`src/rtl/pattern_multi_snake.sv`:
```
// pattern_multi_snake
//   Framebuffer pattern generator for a chain of MAX7219 8x8 matrices.
//   NUM_SNAKES independent diagonal heads move over a FB_WIDTH x FB_HEIGHT
//   pixel grid, painting the pixel under each head once per step in the
//   selected draw mode, then advancing with bounce or wrap-around edges.
//   All state advances on the falling edge of i_Clk.
//
//   Stream map: data word [w][r][c] carries pixel row y = r*8 + (7-w) of
//   matrix (r,c), so word 7 holds the bottom row y = 0. Its low byte has
//   bit i = pixel x = c*8 + i, and its digit register is 8-w.
//
//   Optional build macro PATTERN_SNAKE_COLLISION_CNT_EN adds o_Collisions, a
//   saturating count of paint events that landed on an already lit pixel.
module pattern_multi_snake #(
    parameter int DISP_ROWS    = 1,
    parameter int DISP_COLUMNS = 1,
    parameter int NUM_SNAKES   = 2,
    parameter int DELAY_CLOCKS = 60000
) (
    input  logic        i_Clk,
    input  logic        i_Rst,
    input  logic [1:0]  i_Mode,
    input  logic        i_Wrap,
    input  logic        i_Pause,
    input  logic        i_Clear,
    output logic        o_Step,
`ifdef PATTERN_SNAKE_COLLISION_CNT_EN
    output logic [15:0] o_Collisions,
`endif
    output logic [0:7][DISP_ROWS-1:0][DISP_COLUMNS-1:0][15:0] o_MAX7219_DataStream
);

    localparam int FB_WIDTH  = 8 * DISP_COLUMNS;
    localparam int FB_HEIGHT = 8 * DISP_ROWS;
    localparam int FB_SIZE   = FB_WIDTH * FB_HEIGHT;
    localparam int XW        = (FB_WIDTH  > 1) ? $clog2(FB_WIDTH)  : 1;
    localparam int YW        = (FB_HEIGHT > 1) ? $clog2(FB_HEIGHT) : 1;
    localparam int CW        = $clog2(DELAY_CLOCKS + 1);

    typedef enum logic [1:0] {
        ST_WAIT  = 2'd0,
        ST_STEP  = 2'd1,
        ST_CLEAR = 2'd2
    } state_e;

    typedef enum logic [1:0] {
        MODE_TOGGLE = 2'd0,
        MODE_SET    = 2'd1,
        MODE_CLEAR  = 2'd2,
        MODE_RSVD   = 2'd3
    } mode_e;

    state_e                 state_q;
    logic [CW-1:0]          cnt_q;
    logic [FB_SIZE-1:0]     fb_q;
    logic [XW-1:0]          x_q      [NUM_SNAKES];
    logic [YW-1:0]          y_q      [NUM_SNAKES];
    logic [NUM_SNAKES-1:0]  x_dir_q;   // 1 = towards larger x
    logic [NUM_SNAKES-1:0]  y_dir_q;   // 1 = towards larger y

    logic [FB_SIZE-1:0]     toggle_mask;
    logic [FB_SIZE-1:0]     hit_mask;
    logic [FB_SIZE-1:0]     fb_next;
    logic [NUM_SNAKES-1:0]  lit;
    logic [XW-1:0]          x_next   [NUM_SNAKES];
    logic [YW-1:0]          y_next   [NUM_SNAKES];
    logic [NUM_SNAKES-1:0]  x_dir_next;
    logic [NUM_SNAKES-1:0]  y_dir_next;

    // Head k starts evenly spaced along the bottom row.
    function automatic logic [XW-1:0] start_x(input int k);
        return XW'((k * FB_WIDTH) / NUM_SNAKES);
    endfunction

    // Next coordinate on one axis. Bounce reflects at either edge whatever
    // the current direction; wrap treats the axis as a ring.
    function automatic int adv_coord(input int c, input int size, input logic dir, input logic wrap);
        if (wrap) begin
            if (dir) return (c == size - 1) ? 0 : c + 1;
            return (c == 0) ? size - 1 : c - 1;
        end
        if (c == size - 1) return c - 1;
        if (c == 0) return c + 1;
        return dir ? c + 1 : c - 1;
    endfunction

    function automatic logic adv_dir(input int c, input int size, input logic dir, input logic wrap);
        if (wrap) return dir;
        if (c == size - 1) return 1'b0;
        if (c == 0) return 1'b1;
        return dir;
    endfunction

    // Paint masks from the pre-step snapshot: toggle counts hit parity, set/clear only need "hit at all".
    always_comb begin
        // NOTE: every variable gets a default before any conditional write, so no latch can be inferred.
        toggle_mask = '0;
        hit_mask    = '0;
        lit         = '0;
        for (int k = 0; k < NUM_SNAKES; k++) begin
            toggle_mask[int'(y_q[k]) * FB_WIDTH + int'(x_q[k])] =
                ~toggle_mask[int'(y_q[k]) * FB_WIDTH + int'(x_q[k])];
            hit_mask[int'(y_q[k]) * FB_WIDTH + int'(x_q[k])] = 1'b1;
            lit[k] = fb_q[int'(y_q[k]) * FB_WIDTH + int'(x_q[k])];
        end
        case (mode_e'(i_Mode))
            MODE_SET:   fb_next = fb_q | hit_mask;
            MODE_CLEAR: fb_next = fb_q & ~hit_mask;
            default:    fb_next = fb_q ^ toggle_mask;
        endcase
    end

    // Next head positions and directions, each axis handled independently.
    always_comb begin
        for (int k = 0; k < NUM_SNAKES; k++) begin
            x_next[k]     = XW'(adv_coord(int'(x_q[k]), FB_WIDTH,  x_dir_q[k], i_Wrap));
            y_next[k]     = YW'(adv_coord(int'(y_q[k]), FB_HEIGHT, y_dir_q[k], i_Wrap));
            x_dir_next[k] = adv_dir(int'(x_q[k]), FB_WIDTH,  x_dir_q[k], i_Wrap);
            y_dir_next[k] = adv_dir(int'(y_q[k]), FB_HEIGHT, y_dir_q[k], i_Wrap);
        end
    end

`ifdef PATTERN_SNAKE_COLLISION_CNT_EN
    logic [15:0] coll_q;
    logic [15:0] coll_next;

    // Saturating add of this step's collisions.
    always_comb begin
        int sum;
        sum       = int'(coll_q) + $countones(lit);
        coll_next = (sum > 65535) ? 16'hFFFF : 16'(sum);
    end

    assign o_Collisions = coll_q;
`endif

    // Step sequencer: WAIT counts the delay, STEP paints and moves, CLEAR restarts.
    always_ff @(negedge i_Clk or posedge i_Rst) begin
        if (i_Rst) begin
            state_q <= ST_WAIT;
            cnt_q   <= '0;
            o_Step  <= 1'b0;
            // NOTE: the framebuffer is plain flops rather than a RAM, so it can be cleared by the async reset.
            fb_q    <= '0;
            for (int k = 0; k < NUM_SNAKES; k++) begin
                x_q[k]     <= start_x(k);
                y_q[k]     <= '0;
                x_dir_q[k] <= ((k % 2) == 0);
                y_dir_q[k] <= 1'b1;
            end
`ifdef PATTERN_SNAKE_COLLISION_CNT_EN
            coll_q  <= '0;
`endif
        end else begin
            // NOTE: non-blocking throughout so every register sees the same pre-edge values.
            o_Step <= 1'b0;
            case (state_q)
                ST_WAIT: begin
                    if (!i_Pause) begin
                        if (cnt_q == CW'(DELAY_CLOCKS - 1)) begin
                            cnt_q   <= '0;
                            state_q <= ST_STEP;
                            o_Step  <= 1'b1;
                        end else begin
                            cnt_q <= cnt_q + 1'b1;
                        end
                    end
                end
                ST_STEP: begin
                    state_q <= i_Clear ? ST_CLEAR : ST_WAIT;
                    if (!i_Clear) begin
                        fb_q    <= fb_next;
                        x_q     <= x_next;
                        y_q     <= y_next;
                        x_dir_q <= x_dir_next;
                        y_dir_q <= y_dir_next;
`ifdef PATTERN_SNAKE_COLLISION_CNT_EN
                        coll_q  <= coll_next;
`endif
                    end
                end
                ST_CLEAR: begin
                    state_q <= ST_WAIT;
                    fb_q    <= '0;
                    for (int k = 0; k < NUM_SNAKES; k++) begin
                        x_q[k]     <= start_x(k);
                        y_q[k]     <= '0;
                        x_dir_q[k] <= ((k % 2) == 0);
                        y_dir_q[k] <= 1'b1;
                    end
`ifdef PATTERN_SNAKE_COLLISION_CNT_EN
                    coll_q  <= '0;
`endif
                end
                default: state_q <= ST_WAIT;
            endcase
        end
    end

    // Display words: digit register plus one matrix row, straight from the framebuffer.
    for (genvar w = 0; w < 8; w++) begin : g_word
        for (genvar r = 0; r < DISP_ROWS; r++) begin : g_row
            for (genvar c = 0; c < DISP_COLUMNS; c++) begin : g_col
                assign o_MAX7219_DataStream[w][r][c] =
                    {4'h0, 4'(8 - w), fb_q[(r * 8 + 7 - w) * FB_WIDTH + c * 8 +: 8]};
            end
        end
    end

endmodule

```
`config.mk`:
```
export PLATFORM = sky130hd
export DESIGN_NAME = pattern_multi_snake
export DESIGN_NICKNAME = d
export VERILOG_FILES = /design/src/rtl/pattern_multi_snake.sv
export SDC_FILE = /design/constraint.sdc
export NUM_CORES = 1
export LEC_CHECK = 0
export CAP_MARGIN = 20
export CORE_ASPECT_RATIO = 0.5
export CORE_UTILIZATION = 45
export DETAILED_ROUTE_END_ITERATION = 16
export PLACE_DENSITY = 0.77
export SLEW_MARGIN = 30
export SYNTH_ARGS = -nofsm -noshare
export SYNTH_HDL_FRONTEND = slang
export SYNTH_SLANG_ARGS = --single-unit
```
`constraint.sdc`:
```
create_clock -name i_Clk -period 7.3 [get_ports i_Clk]
set_clock_uncertainty 0.2 [all_clocks]
set_input_delay 1.46 -clock i_Clk [delete_from_list [all_inputs] [get_ports i_Clk]]
set_output_delay 1.46 -clock i_Clk [all_outputs]
set_load 0.01 [all_outputs]
```
Yosys cells after proc, flatten, opt, wreduce, memory -nomap -nowiden

Memory sizes are Yosys's and may differ from the RTL's.
Index checks and enable logic that the tools add are counted.

Add/subtract/negate cells: 11
Magnitude comparators: 4
Eq/ne operators: 16
Multiplexer cells: 126
Bitwise gates (word level): 9
Reductions and logical operators: 15

Operator list:

| cell                                                                   | number |
|---|---|
| 64-bit case mux with 2 select lines                                    | 2 |
| 3-bit 2-to-1 mux                                                       | 44 |
| 64-bit AND                                                             | 2 |
| 64-bit bitwise OR                                                      | 2 |
| 64-bit bitwise mux                                                     | 1 |
| 32-bit by 1-bit >= comparator with 1-bit output, second input constant | 2 |
| 64-bit 2-to-1 mux                                                      | 1 |
| 64-bit NOT                                                             | 1 |
| 64-bit bitwise XOR                                                     | 1 |
| 1-bit 2-to-1 mux                                                       | 62 |
| 6-bit case mux with 2 select lines                                     | 2 |
| 16-bit by 1-bit adder with 16-bit output, second input constant        | 1 |
| 16-bit equality test, second input constant                            | 1 |
| 16-bit 2-to-1 mux                                                      | 1 |
| 4-bit inequality test, second input constant                           | 4 |
| 6-bit by 3-bit adder with 7-bit output                                 | 2 |
| 7-bit < comparator, second input constant                              | 2 |
| 3-bit by 1-bit adder with 3-bit output, second input constant          | 4 |
| 1-bit demux with 6-bit select                                          | 2 |
| 3-bit by 1-bit equality test with 1-bit output, second input constant  | 4 |
| 3-bit logical NOT                                                      | 4 |
| 6-bit 2-to-1 mux                                                       | 2 |
| 2-bit case mux with 2 select lines                                     | 3 |
| 3-bit AND reduction                                                    | 4 |
| other kinds (11)                                                       | 27 |

Register bits after elaboration: 99
ROM bits: 64
Input port bits: 7
Output and inout port bits: 129
Logic and storage cells: 194
Memories kept: 1

Memory list:

| name             | words | width | rd ports | clocked after Yosys merged registers in | wr ports | RTL line | source |
|---|---|---|---|---|---|---|---|
| (name not given) | 64    | 1     | 1        | 0                                       | 0        | 102      | `~toggle_mask[int'(y_q[k]) * FB_WIDTH + int'(x_q[k])];` |

Longest topological paths before layout

Depth after elaboration: 15
Mapped depth: 10
Mapped depth without buffers: 7

==> results.sh <==
export IMPL_run_status="finished, final reports clean"
export IMPL_drive_gt1_share_pct=12.3
export IMPL_clk_pin_slew_ps=60
export IMPL_rows=36
export IMPL_cp_end_kind="flop"
export IMPL_drt_iter0_markers=1290
export IMPL_cp_start_kind="input pin"
export IMPL_num_io_pins=136
export IMPL_leakage_nw=3.90
export IMPL_numCtsBuffers=9
export IMPL_required_ps=3780
export IMPL_synth_seq_cells=99
export IMPL_cts_sinks=99
export IMPL_hold_path_class="flop to flop"
export IMPL_p_per_area_nw_per_um2=113
export IMPL_grt_usage_pct=27.7
export IMPL_clockBufferDepth=2
export IMPL_htree_levels=3
export IMPL_tightest_slew_ps=1020
export IMPL_cap_viol_max_count=0
export IMPL_vias=9575
export IMPL_ant_nets=0
export IMPL_first_pass_iters=8
export IMPL_start_util_pct=46.4
export IMPL_avgSynthCellArea_um2=8.06
export IMPL_wire_per_inst_um=20.7
export IMPL_antenna_cells=0
export IMPL_die_w_um=203
export IMPL_viasPerCell=6.72
export IMPL_synth_flop_cell="dfrtn_1"
export IMPL_critical_path_class="input pin to flop"
export IMPL_synth_edf_count=0
export IMPL_grt_pass1_wl_um=46100
export IMPL_die_h_um=103
export IMPL_netlist_area_um2=9120
export IMPL_globalRouteOverflowTotal=0
export IMPL_seq_area_um2=2480
export IMPL_fillers=1807
export IMPL_grt_max_degree=62
export IMPL_wirelength_um=29500
export IMPL_ir_worst_vdd_v=0.000105
export IMPL_synth_yosys_seq_area_share_pct=27.2
export IMPL_max_slew_margin_pct=31.4
export IMPL_antenna_found_initial=0
export IMPL_drc=0
export IMPL_total_power_mw=1.16
export IMPL_grt_pass1_vias=8608
export IMPL_setup_viol=0
export IMPL_multi_input_area_um2=5890
export IMPL_arrival_ps=3730
export IMPL_synth_distinct_cells=77
export IMPL_die_area_um2=20900
export IMPL_hold_viol_final=0
export IMPL_hold_buffers=0
export IMPL_ys_warn_count=0
export IMPL_tns_ps=0
export IMPL_async_flop_share_pct=100
export IMPL_area_growth_pct=13.0
export IMPL_port_buffers=71
export IMPL_cts_tree="done"
export IMPL_nNetsFinal=1180
export IMPL_synthCells=1131
export IMPL_place_congestion=0.960
export IMPL_maxSlewViolCount=0
export IMPL_critPathMaxFanout=12
export IMPL_cts_root_buffer="clkbuf_16"
export IMPL_post_dp_hpwl_um=19900
export IMPL_coreArea_um2=19600
export IMPL_clock_latency_ps=410
==> metrics by stage <==
step	worst slack (ps)	cell area, um2	std cells	hold WS, ps	util (%)
final	49.5	10300	1425	241	52.5
after global routing	-12.5	10300	1425	261	52.5
after CTS	42.9	10200	1422	242	52.1
after detailed placement	-319	9930	1403	249	50.6
after global placement	-275	9930	1403	219	50.6
after floorplan	294	9360	1193	203	-
==> metal layers <==
layer	up-vias	part of all wire (%)	track usage [%]	wire length [um]
li1	4222	-	-	-
met1	4608	42	37.7	12300
met2	660	44	43.4	13000
met3	85	12	6.92	3550
met4	0	2.2	8.39	640
met5	-	0	0	0
==> worst paths after layout <==
kind	from	end	slack, ps	cells after the start
setup / recovery	i_Mode[0]	fb_q[7]	50	7
hold reg to reg	cnt_q[12]	cnt_q[12]	240	1
max in group asynchronous	i_Rst	fb_q[53]	1420	3
setup reg to reg	y_q[0]	fb_q[13]	3910	5
hold / removal	cnt_q[12]	cnt_q[12]	240	1
min in group asynchronous	i_Rst	cnt_q[11]	4770	2
==> cell usage after synthesis (14+ instances only) <==
cell type  number  share of area [%]
buf_2          34                1.9
a21bo_2        36                4.0
a21oi_1       125                6.9
o22ai_1        20                1.4
inv_1          19               0.78
clkbuf_1       68                2.8
ha_1           19                2.6
nand3_1        19                1.0
nand2_1        60                2.5
mux2i_1        16                1.8
nor2_1         56                2.3
buf_4          67                5.5
dfrtn_1        95                 26
o22a_1         25                2.4
nand4_1        14               0.96
nor3_1         92                5.0
o21ai_0        64                3.5
o2bb2ai_1      40                3.8
==> sequential cells by signal, indices dropped and copies added, names as in the netlist <==
signal and flops:
x_q 6, fb_q 64, y_dir_q 2, y_q 6, cnt_q 16, o_Step 1
state_q 2, x_dir_q 2
==> cells by family after synthesis <==
group	Yosys count	share of synthesized area, %
compound gates	418	32.0
simple gates	359	22.5
buf+inv	195	11.4
flops	99	27.2
mux	22	2.50
fa+ha+maj	19	2.61
xor+xnor	17	1.63
other cells	2	0.0824
==> power breakdown <==
group          switching [mW]  internal (mW)
Sequential             0.0206          0.569
Clock                   0.250          0.240
Combinational          0.0532         0.0283
==> cell usage in the layout, fill, tap and decap left out, types with 11 or more instances in the layout <==
cell | netlist | final
conb_1 | 2 | 64
nand4_1 | 14 | 14
o22a_1 | 25 | 25
or4_1 | 11 | 11
o22ai_1 | 20 | 20
inv_1 | 19 | 21
nand3_1 | 19 | 19
nand2_1 | 60 | 60
a21bo_2 | 36 | 36
ha_1 | 19 | 19
buf_4 | 67 | 42
a22oi_1 | 13 | 13
dfrtn_1 | 95 | 95
nand2b_1 | 13 | 13
a21oi_1 | 125 | 125
nor3_1 | 92 | 92
o2bb2ai_1 | 40 | 40
a221oi_1 | 11 | 11
clkdlybuf4s50_1 | 0 | 71
nor2_1 | 56 | 54
mux2i_1 | 16 | 16
o21ai_0 | 64 | 64
==> timing repair <==
action / CTS / global route
resized for setup: 0 / 4
buffers inserted: 0 / 2
endpoints found under the setup margin: 0 / 41
==> critical path: stages <==
cell and delay, ps:
clkdlybuf4s50_1 480, inv_1 50, ha_1 320, buf_4 200, nor3_1 840, a221oi_1 180, o311ai_1 190
==> cell type report <==
type	instances	area share, %
Inverter	18	0.692
Sequential cell	99	24.1
Timing Repair Buffer	123	11.9
Clock inverter	11	0.729
Clock buffer	9	2.19
Multi-Input combinational cell	899	57.2
Tap cell	266	3.23
Power figures use the tool's default switching activity.
==> RTL edit: new RTL, same flow settings <==
The 3 states of `state_e` get a one-hot encoding in 3 bits.
--- a/src/rtl/pattern_multi_snake.sv
+++ b/src/rtl/pattern_multi_snake.sv
@@ -37,10 +37,10 @@
     localparam int YW        = (FB_HEIGHT > 1) ? $clog2(FB_HEIGHT) : 1;
     localparam int CW        = $clog2(DELAY_CLOCKS + 1);
 
-    typedef enum logic [1:0] {
-        ST_WAIT  = 2'd0,
-        ST_STEP  = 2'd1,
-        ST_CLEAR = 2'd2
+    typedef enum logic [2:0] {
+        ST_WAIT  = 3'b001,
+        ST_STEP  = 3'b010,
+        ST_CLEAR = 3'b100
     } state_e;
 
     typedef enum logic [1:0] {
Check against the original RTL: no difference found for any inputs over 4 cycles, from zero or initial values and one cycle with i_Rst high; so few cycles prove little.
==> RTL edit against the original RTL <==
- sequential share of layout area is 0.18 points higher
- wire length is 2.6% lower
- synthesized area is 0.86% lower
- final area is 0.29% higher
- non-clock buffer count stayed put
- worst setup slack better by 100 ps
- power is 9.3% higher
- combinational power is 3.4% higher
- sequential cell count is 1 higher
- critical path type unchanged
- critical endpoint is now fb_q[51]$_DFFE_NP0P_
- largest power group is now the clock network
==> RTL edit: results (changes against the original RTL) <==
logic_synthesis:
  yosys-top-cells-area: "dfrtn_1 26%, buf_4 5.6%, nand2_1 5.5%"
  ys_seq_area_share_pct: 27.75  # +0.53 points
  synth_xor_area_share_pct: 3.779  # +2.1 points
  synthMuxAreaShare_pct: 0  # -2.5 points
  synth_adder_area_share_pct: 2.630  # +0.023 points
  synthDistinctLibCells: 78  # +1.3%
  synth_common_cells: "133 x nand2_1, 95 x dfrtn_1, 85 x a21oi_1"
place:
  preCtsSetupSlack_ps: -228.8  # +90.44 ps
  place.gp.congestion: 0.9431  # -1.8%
worst_hold_path:
  holdCritStartpoint: "x_dir_q[1]$_DFFE_NP0P_"
  hold_end: "x_q[0]$_DFFE_NP0P_"
critical_path:
  crit_end: "fb_q[51]$_DFFE_NP0P_"
  arrival_ps: 3700  # -30 ps
  critPathMaxStageDelay_ps: 710  # -130 ps
  rr_startpoint: "y_q[1]$_DFFE_NP0P_"
  r2r_slack_ps: 4210  # +300 ps
power_and_ir_drop:
  ir_drop_v: 0.0001161  # +10%
  p_leak_nw: 4.096  # +5.1%
routing:
  dr_wl_met3_um: 3333  # -6.1%
  drt-total-wl_um: 28770  # -2.6%
  met1Wirelength_um: 11930  # -3.1%
  dr.first_iter.drc_count: 1282  # -0.62%
grt:
  met1_usage_pct: 36.52  # -1.2 points
  grt_pass1_vias: 8869  # +3.0%
  grtUsageMet3_pct: 7.015  # +0.094 points
  grt_use_total_pct: 27.73  # +0.068 points
  use_met2_pct: 44.26  # +0.89 points
timing:
  tightest_slew_ps: 1026  # +4.397 ps
final_layout:
  drive_gt1_share_pct: 12.51  # +0.17 points
  nNetsFinal: 1188  # +0.68%
  fillers: 1767  # -2.2%
status:
  status: "completed"
[RTL edit: logic make-up after synthesis]
kind of cell	after synthesis
AOI/OAI and AO/OA	348
DFF	100
adders and majority gates	19
buffers and inverters	174
other	2
xor gates and xnor gates	39
and+or+nand+nor	435
[RTL edit: layout make-up]
class	instances	area share, %
Timing Repair Buffer	123	11.53
Multi-Input combinational cell	905	56.71
Tap cell	266	3.221
Clock buffer	12	2.482
Inverter	18	0.6902
Clock inverter	9	1.090
Sequential cell	100	24.28
[RTL edit: report_power, final]
part | leakage, nW | total, W | switching (W) | internal [W]
logic | 2.53 | 0.0000843 | 0.0000562 | 0.0000281
registers | 1.37 | 0.000592 | 0.0000199 | 0.000572
clock network | 0.197 | 0.000593 | 0.000235 | 0.000357
[RTL edit: through the flow]
step	utilization (%)	std cells	area, um^2
floorplan	-	1179	9276
global placement	50.53	1411	9878
detailed placement	50.72	1411	9915
CTS	52.59	1431	10280
global route	52.85	1433	10330
finish	52.85	1433	10330
